**src/rtl/hdmi_rx_capture_if.sv**
```systemverilog
// Avalon-ST style video source bundle for hdmi_rx_capture.
//
// Handshake: source-only stream. A word transfers on every rising clk edge
// where aso_src_valid_o is 1; there is no ready, so the sink must accept every
// valid word. Data, startofpacket and endofpacket are meaningful only while
// valid is 1.
interface hdmi_rx_capture_if #(
  parameter int DATA_WIDTH = 32
);
  logic                  aso_src_valid_o;
  logic [DATA_WIDTH-1:0] aso_src_data_o;
  logic                  aso_src_startofpacket_o;
  logic                  aso_src_endofpacket_o;

  modport master (
    output aso_src_valid_o,
    output aso_src_data_o,
    output aso_src_startofpacket_o,
    output aso_src_endofpacket_o
  );

  modport slave (
    input aso_src_valid_o,
    input aso_src_data_o,
    input aso_src_startofpacket_o,
    input aso_src_endofpacket_o
  );
endinterface

```
**src/rtl/hdmi_rx_capture.sv**
```systemverilog
// HDMI receiver capture: turns a DE/HS/VS pixel bus into a packetised frame
// stream with geometry checking. Optional feature macro: HDMI_RX_MEASURE_EN
// (measured line length / line count on meas_*; constant 0 when undefined).
// Pipeline: inputs registered once, stream outputs registered once, giving two
// clocks from data_enable to valid. dbg_state exposes the FSM.
module hdmi_rx_capture #(
  parameter int DATA_WIDTH = 32,
  parameter int HACTIVE    = 1280,
  parameter int VACTIVE    = 720
) (
  input  logic        clk,
  input  logic        reset_n,
  input  logic        capture_en_i,
  input  logic        data_enable,
  input  logic        hsync,
  input  logic        vsync,
  input  logic [7:0]  data_r,
  input  logic [7:0]  data_g,
  input  logic [7:0]  data_b,
  hdmi_rx_capture_if.master src,
  output logic        frame_done_o,
  output logic        frame_error_o,
  output logic [12:0] meas_hactive_o,
  output logic [12:0] meas_vactive_o,
  output logic [1:0]  dbg_state,
  output logic        dbg_hsync
);

  localparam logic [1:0] S_IDLE    = 2'd0;
  localparam logic [1:0] S_WAIT_VS = 2'd1;
  localparam logic [1:0] S_BLANK   = 2'd2;
  localparam logic [1:0] S_ACTIVE  = 2'd3;

  localparam logic [12:0] CNT_MAX = 13'h1FFF;
  localparam logic [12:0] H_LEN   = 13'(HACTIVE);
  localparam logic [12:0] H_LAST  = 13'(HACTIVE - 1);
  localparam logic [12:0] V_LEN   = 13'(VACTIVE);
  localparam logic [12:0] V_LAST  = 13'(VACTIVE - 1);

  logic        de_q, de_qq, hs_q, vs_q, vs_qq;
  logic [7:0]  r_q, g_q, b_q;
  logic [1:0]  state, state_nxt;
  logic [12:0] pix_cnt, line_cnt, pix_idx;
  logic        vs_start, de_rise, de_fall, in_frame;
  logic        emit, sop_emit, eop_emit, line_err, frame_end, frame_bad;
  logic [DATA_WIDTH-1:0] word;
  logic                  valid_q, sop_q, eop_q;
  logic [DATA_WIDTH-1:0] data_q;

  // Register the video bus once; the second vs/de stage only feeds edge detection.
  always_ff @(posedge clk or negedge reset_n) begin
    if (!reset_n) begin
      de_q <= 1'b0; de_qq <= 1'b0; hs_q <= 1'b0; vs_q <= 1'b0; vs_qq <= 1'b0;
      r_q  <= '0;   g_q   <= '0;   b_q  <= '0;
    end else begin
      de_q <= data_enable; de_qq <= de_q;
      hs_q <= hsync;
      vs_q <= vsync;       vs_qq <= vs_q;
      r_q  <= data_r;      g_q   <= data_g; b_q <= data_b;
    end
  end

  // Edge events, per-pixel position and stream gating decisions.
  always_comb begin
    vs_start  = vs_qq & ~vs_q;
    de_rise   = de_q & ~de_qq;
    de_fall   = ~de_q & de_qq;
    pix_idx   = de_rise ? 13'd0 : pix_cnt;
    // The first pixel of a frame arrives in the same cycle BLANK hands over to ACTIVE.
    in_frame  = (state == S_ACTIVE) || ((state == S_BLANK) && de_rise);
    emit      = de_q && !vs_start && in_frame && (pix_idx < H_LEN) && (line_cnt < V_LEN);
    sop_emit  = emit && (pix_idx == 13'd0) && (line_cnt == 13'd0);
    eop_emit  = emit && (pix_idx == H_LAST) && (line_cnt == V_LAST);
    // A vsync start masks a coincident data_enable edge.
    line_err  = (state == S_ACTIVE) && de_fall && !vs_start && (pix_cnt != H_LEN);
    frame_end = (state == S_ACTIVE) && vs_start;
    frame_bad = frame_end && (line_cnt != V_LEN);
    word      = '0;
    word[23:0] = {b_q, g_q, r_q};
  end

  // Next-state logic; capture_en_i only matters at a frame boundary (or to leave IDLE).
  always_comb begin
    state_nxt = state;
    case (state)
      S_IDLE:    if (capture_en_i) state_nxt = S_WAIT_VS;
      S_WAIT_VS: if (vs_start) state_nxt = capture_en_i ? S_BLANK : S_IDLE;
      S_BLANK: begin
        if (vs_start)     state_nxt = capture_en_i ? S_BLANK : S_IDLE;
        else if (de_rise) state_nxt = S_ACTIVE;
      end
      default:   if (vs_start) state_nxt = capture_en_i ? S_BLANK : S_IDLE;
    endcase
  end

  // FSM state and saturating pixel / line counters.
  always_ff @(posedge clk or negedge reset_n) begin
    if (!reset_n) begin
      state    <= S_IDLE;
      pix_cnt  <= '0;
      line_cnt <= '0;
    end else begin
      state <= state_nxt;
      if (de_q) pix_cnt <= (pix_idx == CNT_MAX) ? CNT_MAX : pix_idx + 13'd1;
      if (vs_start)                            line_cnt <= '0;
      else if (de_fall && line_cnt != CNT_MAX) line_cnt <= line_cnt + 13'd1;
    end
  end

  // Registered stream outputs and frame status flags.
  always_ff @(posedge clk or negedge reset_n) begin
    if (!reset_n) begin
      valid_q       <= 1'b0;
      sop_q         <= 1'b0;
      eop_q         <= 1'b0;
      data_q        <= '0;
      frame_done_o  <= 1'b0;
      frame_error_o <= 1'b0;
    end else begin
      valid_q      <= emit;
      sop_q        <= sop_emit;
      eop_q        <= eop_emit;
      if (emit) data_q <= word;
      frame_done_o <= frame_end && !frame_bad && !frame_error_o;
      if (sop_emit)                  frame_error_o <= 1'b0;
      else if (line_err || frame_bad) frame_error_o <= 1'b1;
    end
  end

`ifdef HDMI_RX_MEASURE_EN
  logic [12:0] max_len;

  // Track the longest line since the last vsync start and publish it with the line count.
  always_ff @(posedge clk or negedge reset_n) begin
    if (!reset_n) begin
      max_len        <= '0;
      meas_hactive_o <= '0;
      meas_vactive_o <= '0;
    end else if (vs_start) begin
      meas_hactive_o <= max_len;
      meas_vactive_o <= line_cnt;
      max_len        <= '0;
    end else if (de_fall && pix_cnt > max_len) begin
      max_len <= pix_cnt;
    end
  end
`else
  assign meas_hactive_o = '0;
  assign meas_vactive_o = '0;
`endif

  assign src.aso_src_valid_o         = valid_q;
  assign src.aso_src_data_o          = data_q;
  assign src.aso_src_startofpacket_o = sop_q;
  assign src.aso_src_endofpacket_o   = eop_q;
  assign dbg_state = state;
  // Registered hsync is visible for debug only; it never gates the stream.
  assign dbg_hsync = hs_q;

endmodule

```
**src/flat_wrapper.sv**
```systemverilog
// flat-port wrapper written by rule: the top's interface ports become plain ports
module hdmi_rx_capture_flat 
#(
  parameter int DATA_WIDTH = 32,
  parameter int HACTIVE    = 1280,
  parameter int VACTIVE    = 720
)
  (clk, reset_n, capture_en_i, data_enable, hsync, vsync, data_r, data_g, data_b, frame_done_o, frame_error_o, meas_hactive_o, meas_vactive_o, dbg_state, dbg_hsync, src_aso_src_valid_o, src_aso_src_data_o, src_aso_src_startofpacket_o, src_aso_src_endofpacket_o);
  hdmi_rx_capture_if #(.DATA_WIDTH(DATA_WIDTH)) src_i ();
  input  logic clk;
  input  logic reset_n;
  input  logic capture_en_i;
  input  logic data_enable;
  input  logic hsync;
  input  logic vsync;
  input  logic [7:0] data_r;
  input  logic [7:0] data_g;
  input  logic [7:0] data_b;
  output logic frame_done_o;
  output logic frame_error_o;
  output logic [12:0] meas_hactive_o;
  output logic [12:0] meas_vactive_o;
  output logic [1:0] dbg_state;
  output logic dbg_hsync;
  output wire logic [$bits(src_i.aso_src_valid_o)-1:0] src_aso_src_valid_o;
  output wire logic [$bits(src_i.aso_src_data_o)-1:0] src_aso_src_data_o;
  output wire logic [$bits(src_i.aso_src_startofpacket_o)-1:0] src_aso_src_startofpacket_o;
  output wire logic [$bits(src_i.aso_src_endofpacket_o)-1:0] src_aso_src_endofpacket_o;
  assign src_aso_src_valid_o = src_i.aso_src_valid_o;
  assign src_aso_src_data_o = src_i.aso_src_data_o;
  assign src_aso_src_startofpacket_o = src_i.aso_src_startofpacket_o;
  assign src_aso_src_endofpacket_o = src_i.aso_src_endofpacket_o;
  hdmi_rx_capture #(.DATA_WIDTH(DATA_WIDTH), .HACTIVE(HACTIVE), .VACTIVE(VACTIVE)) u_core (.clk(clk), .reset_n(reset_n), .capture_en_i(capture_en_i), .data_enable(data_enable), .hsync(hsync), .vsync(vsync), .data_r(data_r), .data_g(data_g), .data_b(data_b), .src(src_i), .frame_done_o(frame_done_o), .frame_error_o(frame_error_o), .meas_hactive_o(meas_hactive_o), .meas_vactive_o(meas_vactive_o), .dbg_state(dbg_state), .dbg_hsync(dbg_hsync));
endmodule
```
**config.mk**
```make
export PLATFORM = sky130hd
export DESIGN_NAME = hdmi_rx_capture_flat
export DESIGN_NICKNAME = d
export VERILOG_FILES = /design/src/rtl/hdmi_rx_capture_if.sv /design/src/rtl/hdmi_rx_capture.sv /design/src/flat_wrapper.sv
export SDC_FILE = /design/constraint.sdc
export NUM_CORES = 1
export LEC_CHECK = 0
export ABC_AREA = 1
export CAP_MARGIN = 20
export CORE_ASPECT_RATIO = 0.75
export CORE_UTILIZATION = 30
export CTS_BUF_LIST = sky130_fd_sc_hd__clkbuf_8
export CTS_CLUSTER_SIZE = 40
export DETAILED_ROUTE_END_ITERATION = 8
export DONT_BUFFER_PORTS = 1
export HOLD_SLACK_MARGIN = 0.1
export SKIP_LAST_GASP = 1
export SYNTH_ARGS = -nofsm -noshare
export SYNTH_HDL_FRONTEND = slang
export SYNTH_SLANG_ARGS = --single-unit
export TNS_END_PERCENT = 50
```
**constraint.sdc**
```tcl
create_clock -name clk -period 2.4 [get_ports clk]
set_input_delay 0.36 -clock clk [delete_from_list [all_inputs] [get_ports clk]]
set_output_delay 0.36 -clock clk [all_outputs]
set_load 0.005 [all_outputs]
```
==> results.json, run 1 <==
{
  "critPathKind": "flop to flop",
  "grt_pass1_wl_mm": 14.5,
  "first_iter_violations": 207,
  "cts_tree": "yes",
  "gp_congestion": 0.847,
  "wl_met3_um": 532,
  "io_pins": 96,
  "hold_violations": 0,
  "arrival_ns": 2.39,
  "synth_seq_cells": 86,
  "crit_top_cell": "nand2_1",
  "cts.clk_slew.worst_paths_ns": 0.08,
  "route.detailed.drc": 0,
  "wl_met1_mm": 4.03,
  "dpl.hpwl_mm": 6.08,
  "route.met2.wl_mm": 4.10,
  "setup_viol": 0,
  "drt-total-wl_mm": 8.70,
  "synthCells": 484,
  "drt_first_pass_iters": 5,
  "cp_max_fo": 11,
  "hp-class": "input port to flop",
  "cp-end-kind": "flop",
  "area_growth_syn_to_layout_pct": 12.8,
  "design.die.area_mm2": 0.0142,
  "ys_types": 37,
  "final_core_util": 0.353,
  "run_status": "finished clean",
  "rsz0062_at_grt": "no",
  "setup_tns_ns": 0,
  "finalMaxSlewViolations": 0,
  "grtUsageTotal": 0.131,
  "vias": 3107,
  "avgSynthCellArea_um2": 8.53,
  "cts_setup_buffers": 0,
  "cts_sinks": 86,
  "start_util": 0.313,
  "diodes": 0,
  "clkLatencyLatePin_ns": 0.35,
  "worst_slew_pin_slew_ns": 0.829,
  "first_global_vias": 2916,
  "overflow": 0,
  "final_layout_size_suffix_gt1_frac": 0.0732,
  "viasPerCell": 4.50,
  "row_count": 36,
  "nets": 549,
  "slowest_delay_ns": 0.65,
  "vdd_drop_max_mv": 0.441,
  "required_ns": 2.63,
  "layout_setup_ws_ns": 0.248,
  "routedWlPerCell_um": 12.6,
  "cts_buffers": 9,
  "reg2reg_slack_ns": 0.25,
  "path_cells": "ha_1 > inv_1 > nor2_2 > nand2_1 > nor3_2 > o21ai_1 > inv_1 > nand2_1 > nand2_1",
  "cts.path.max_buffers": 2,
  "clock.fmax_mhz": 465,
  "p_leak_nw": 2.28,
  "power_density_mw_per_mm2": 768,
  "fillCellCount": 1351,
  "core_area_mm2": 0.0132,
  "top_layer_used": "met4",
  "skew_ns": 0.00977,
  "ys_seq_area_frac": 0.522,
  "fp.dieH_um": 104,
  "min_period_over_period": 0.897,
  "htreeDepth": 3,
  "timing.slew.headroom": 0.444,
  "dp_slack_ns": 0.246,
  "critical-path-slowest-cell": "o21ai_1",
  "cap_viol_max_count": 0,
  "syn_area_mm2": 0.00413,
  "antenna_left": 0,
  "die_w_um": 137,
  "min_period_ns": 2.15,
  "ys_warn_count": 0,
  "root_buffer": "clkbuf_8",
  "grt_start_max_net_pins": 87,
  "cp-start-kind": "flop",
  "antenna_found_initial": 0,
  "io_buffers": 0
}
-- flip-flops by register name, summed over array words and instances, names as in the netlist --
register / cells
u_core.vs_qq: 1
u_core.b_q: 8
u_core.src.aso_src_startofpacket_o: 1
u_core.g_q: 8
u_core.pix_cnt: 13
u_core.src.aso_src_endofpacket_o: 1
u_core.src.aso_src_data_o: 24
u_core.vs_q: 1
u_core.frame_error_o: 1
u_core.r_q: 8
u_core.dbg_hsync: 1
u_core.frame_done_o: 1
u_core.src.aso_src_valid_o: 1
u_core.line_cnt: 13
u_core.de_qq: 1
u_core.dbg_state: 2
u_core.de_q: 1
-- routing by layer --
metal | up-vias | global-route usage
met2 | 104 | 0.199
met5 | - | 0
met3 | 5 | 0.0450
met1 | 1476 | 0.181
li1 | 1522 | -
met4 | 0 | 0.0212
-- final timing paths --
kind                                         start                  end  depth (start not counted)
worst max-delay path            u_core.line_cnt[0]  u_core.line_cnt[10]                          9
worst min-delay path                  capture_en_i  u_core.dbg_state[1]                          2
worst max register to register  u_core.line_cnt[0]  u_core.line_cnt[10]                          9
worst min register to register         u_core.vs_q         u_core.vs_qq                          0
max in group asynchronous                  reset_n     u_core.dbg_hsync                          2
min in group asynchronous                  reset_n    u_core.pix_cnt[4]                          2
-- placed cells by master (no fill, tap or decap), types with 4 or more instances in the layout --
cell           Yosys  final
conb_1             1     34
o21ai_1           13     13
nand2_1          163    163
dlygate4sd3_1      0     28
o21ai_0            4      4
inv_1             36     36
xor2_1             7      7
buf_4             35      4
nand3b_1           4      4
dfrtp_1           86     86
nor2_2             3      4
ha_1               4      4
nor3_1             6      6
nor2_1            41     40
clkbuf_8           0     11
a21oi_1            6      6
nand4_1           10     10
nand3_1           30     30
-- cell type report --
type                            instances  area, um^2  area share
Clock buffer                           11         151      0.0325
Inverter                               38         143      0.0307
Timing Repair Buffer                   33         338      0.0726
Multi-Input combinational cell        347        1630       0.349
Tap cell                              171         214      0.0460
Clock inverter                          4        30.0     0.00645
Sequential cell                        86        2150       0.462
-- report_power, final --
| part | leakage, nW | switching, mW | internal, mW |
|---|---|---|---|
| Sequential | 1.07 | 0.262 | 1.73 |
| Clock | 0.0922 | 0.502 | 0.433 |
| Combinational | 1.12 | 0.398 | 0.244 |
| Total | 2.28 | 1.16 | 2.41 |
-- through the flow --
stage                     instance area (um^2)  hold WS (ns)  std cells  total power, mW
after floorplan                           4250        0.0644        517             2.46
after global placement                    4160        0.0705        646             2.57
after detailed placement                  4160        0.0718        646             2.60
after CTS                                 4650         0.224        690             3.62
after global routing                      4650         0.236        690             3.82
final                                     4650         0.252        690             3.57
-- cells by family after synthesis --
kind of cell,after synthesis,synth area share
DFF,86,0.522
AOI/OAI and AO/OA,30,0.0394
other,1,0.000909
adders and majority gates,4,0.0121
buffers and inverters,84,0.115
and+or+nand+nor,272,0.296
xor gates and xnor gates,7,0.0149
-- timing repair --
action                                 4_1_cts  5_1_grt
setup endpoints to repair                    0        2
endpoints found under the hold margin      113        0
resized for setup                            0        1
hold buffers                                29        0
-- synth_stat cells, drive strengths merged --
cell type / instances / area share
dfrtp: 86 / 0.52
or2: 2 / 0.0036
a21oi: 6 / 0.0073
nand3b: 5 / 0.012
o21bai: 1 / 0.0018
conb: 1 / 0.00091
ha: 4 / 0.012
nand4: 12 / 0.021
buf: 44 / 0.079
o21a: 1 / 0.0018
a31oi: 3 / 0.0045
inv: 38 / 0.035
nor3: 8 / 0.012
nor2: 45 / 0.047
nand2: 167 / 0.16
o31ai: 1 / 0.0018
nor3b: 1 / 0.0018
nor4: 2 / 0.0030
o21ai: 17 / 0.021
o22ai: 1 / 0.0015
xor2: 7 / 0.015
nand3: 30 / 0.036
clkbuf: 2 / 0.0018
-- critical path, delay by kind of cell, from the launching register on --
family,cells,cell delay (ns)
AOI/OAI and AO/OA,1,0.65
buffers and inverters,2,0.27
adders and majority gates,1,0.26
DFF,1,0.43
and+or+nand+nor,5,0.44
Note: power is estimated with default switching activity, not from simulation.
==> run 2: changes to the inputs <==
SLEW_MARGIN = 20   (was unset)
==> results of run 2 <==
Final layout, timing and power as in run 1 (identical DEF).
==> run 3: changes to the inputs <==
--- a/config.mk
+++ b/config.mk
@@ -9,5 +9,5 @@
 export CAP_MARGIN = 20
 export CORE_ASPECT_RATIO = 0.75
-export CORE_UTILIZATION = 30
+export CORE_UTILIZATION = 45
 export CTS_BUF_LIST = sky130_fd_sc_hd__clkbuf_8
 export CTS_CLUSTER_SIZE = 40
==> constraint.sdc (replaced) <==
create_clock -name clk -period 2.4 [get_ports clk]
set_input_delay 0.36 -clock clk [delete_from_list [all_inputs] [get_ports clk]]
set_output_delay 0.36 -clock clk [all_outputs]
set_load 0.02 [all_outputs]
==> run 3 against run 2 <==
Net effect: clock skew is 0.0011 ns lower; critical path depth grew 3; fmax fell by 0.69%; highest routed layer unchanged; setup slack lost 0.015 ns; count of clock-buffer cells in the layout fell by 1; non-clock buffer count unchanged; sequential cell count stayed put.
==> results.json, run 3 (same netlist as run 1, synthesis figures left out) <==
{
  "skew_ns": 0.00871,
  "drt-total-wl_mm": 8.37,
  "cp-end-kind": "flop",
  "pwr-share-seq": 0.556,
  "diodes": 0,
  "reg2regPathDepth": 12,
  "clock.fmax_mhz": 461,
  "hold_end": "u_core.dbg_state[1]",
  "setup_viol": 0,
  "drt_first_pass_iters": 5,
  "cp-start-kind": "flop",
  "rsz0062_at_grt": "no",
  "seq_area_mm2": 0.00215,
  "routedWlPerCell_um": 13.3,
  "htreeDepth": 3,
  "cp_max_fo": 26,
  "p_comb_frac": 0.164,
  "nets": 549,
  "min_period_ns": 2.17,
  "vdd_drop_max_mv": 0.582,
  "core_area_mm2": 0.00867,
  "finalMaxSlewViolations": 0,
  "fillCellCount": 786,
  "multi_input_area_mm2": 0.00162,
  "grt_pass1_wl_mm": 13.9,
  "arrival_ns": 2.46,
  "first_iter_violations": 237,
  "clkLatencyLatePin_ns": 0.35,
  "hp-class": "input port to flop",
  "r2r-end": "u_core.pix_cnt[3]",
  "p_leak_nw": 2.30,
  "antenna_found_initial": 0,
  "cts_buffers": 9,
  "area_growth_syn_to_layout_pct": 12.0,
  "hold_slack_ns": 0.237,
  "setup_tns_ns": 0,
  "p_total_mw": 4.06,
  "grt_start_max_net_pins": 87,
  "hp-start": "capture_en_i",
  "power_density_mw_per_mm2": 879,
  "p_int_mw": 2.59,
  "viasPerCell": 4.84,
  "grtUsageTotal": 0.187,
  "final_cells": 628,
  "holdPathStages": 2,
  "route.detailed.drc": 0,
  "dp.cells": 583,
  "vias": 3042,
  "cts.clk_slew.worst_paths_ns": 0.08,
  "io_pins": 96,
  "overflow": 0,
  "hold_violations": 0,
  "swShare": 0.362,
  "reg2reg_slack_ns": 0.23,
  "run_status": "finished clean",
  "design.die.area_mm2": 0.00956,
  "cts_sinks": 86,
  "root_buffer": "clkbuf_8",
  "row_count": 29,
  "ctsResizeCount": 0,
  "min_period_over_period": 0.903,
  "p_clk_frac": 0.280,
  "gp_congestion": 0.912,
  "critical_path.startpoint": "u_core.de_q",
  "fp.dieH_um": 84.9,
  "dpl.hpwl_mm": 5.58,
  "cap_viol_max_count": 0,
  "power.switching_mw": 1.47,
  "final_layout_size_suffix_gt1_frac": 0.0731,
  "start_util": 0.476,
  "cts_setup_buffers": 0,
  "first_global_vias": 2898,
  "mostFrequentLayoutCells": "163 x nand2_1, 86 x dfrtp_1, 41 x nor2_1",
  "cts.path.max_buffers": 2,
  "critPathKind": "flop to flop",
  "io_buffers": 0,
  "cts_tree": "yes",
  "final_common_cell": "nand2_1",
  "antenna_left": 0,
  "r2r_start": "u_core.de_q",
  "hold_buffers": 29,
  "required_ns": 2.69,
  "die_w_um": 113,
  "largest_reg_flops": 24
}
## run 3: routing by layer
metal  global-route usage  up-vias  routed length [um]
met5                    0        -                   0
met4               0.0630        0                  60
met3               0.0557        6                 481
met2                0.287      102                3730
met1                0.255     1409                4100
li1                     -     1525                   -
## run 3: power by group through the flow
stage | sequential, mW | clock [mW] | combinational (mW)
detailed placement | 2.28 | 0 | 0.600
CTS | 2.26 | 1.16 | 0.670
global route | 2.29 | 1.21 | 0.773
global placement | 2.29 | 0 | 0.580
floorplan | 2.20 | 0 | 0.555
finish | 2.26 | 1.14 | 0.668
## run 3: per-stage QoR
step                setup slack [ns]  cell area [um^2]   util
floorplan                      0.280              4250      -
global placement               0.410              4080  0.471
detailed placement             0.316              4080  0.471
CTS                            0.291              4620  0.533
global route                  0.0568              4620  0.533
finish                         0.233              4620  0.533
## run 3: worst max-delay path, cell delays in order (launching register included)
cell	delay (ns)
dfrtp_1	0.44
nand2_8	0.19
nand2_1	0.10
inv_1	0.08
ha_1	0.18
nand2_1	0.07
inv_1	0.05
nand3_1	0.10
nor2_1	0.29
nand4_2	0.29
o21ai_1	0.18
nand2_1	0.07
nand2_1	0.05
## run 3: area by class of cell
| cell class | count | area share |
|---|---|---|
| Clock buffer | 10 | 0.0298 |
| Clock inverter | 6 | 0.0200 |
| Inverter | 38 | 0.0309 |
| Multi-Input combinational cell | 347 | 0.351 |
| Sequential cell | 86 | 0.466 |
| Tap cell | 108 | 0.0292 |
| Timing Repair Buffer | 33 | 0.0731 |
## run 3: worst max-delay path by stage
stage	slack, ns	to	depth (start not counted)
floorplan	0.28	u_core.pix_cnt[11]	15
detailed placement	0.32	u_core.pix_cnt[11]	12
global placement	0.41	u_core.pix_cnt[11]	12
CTS	0.29	u_core.pix_cnt[11]	12
finish	0.23	u_core.pix_cnt[3]	12
global route	0.06	u_core.pix_cnt[11]	12
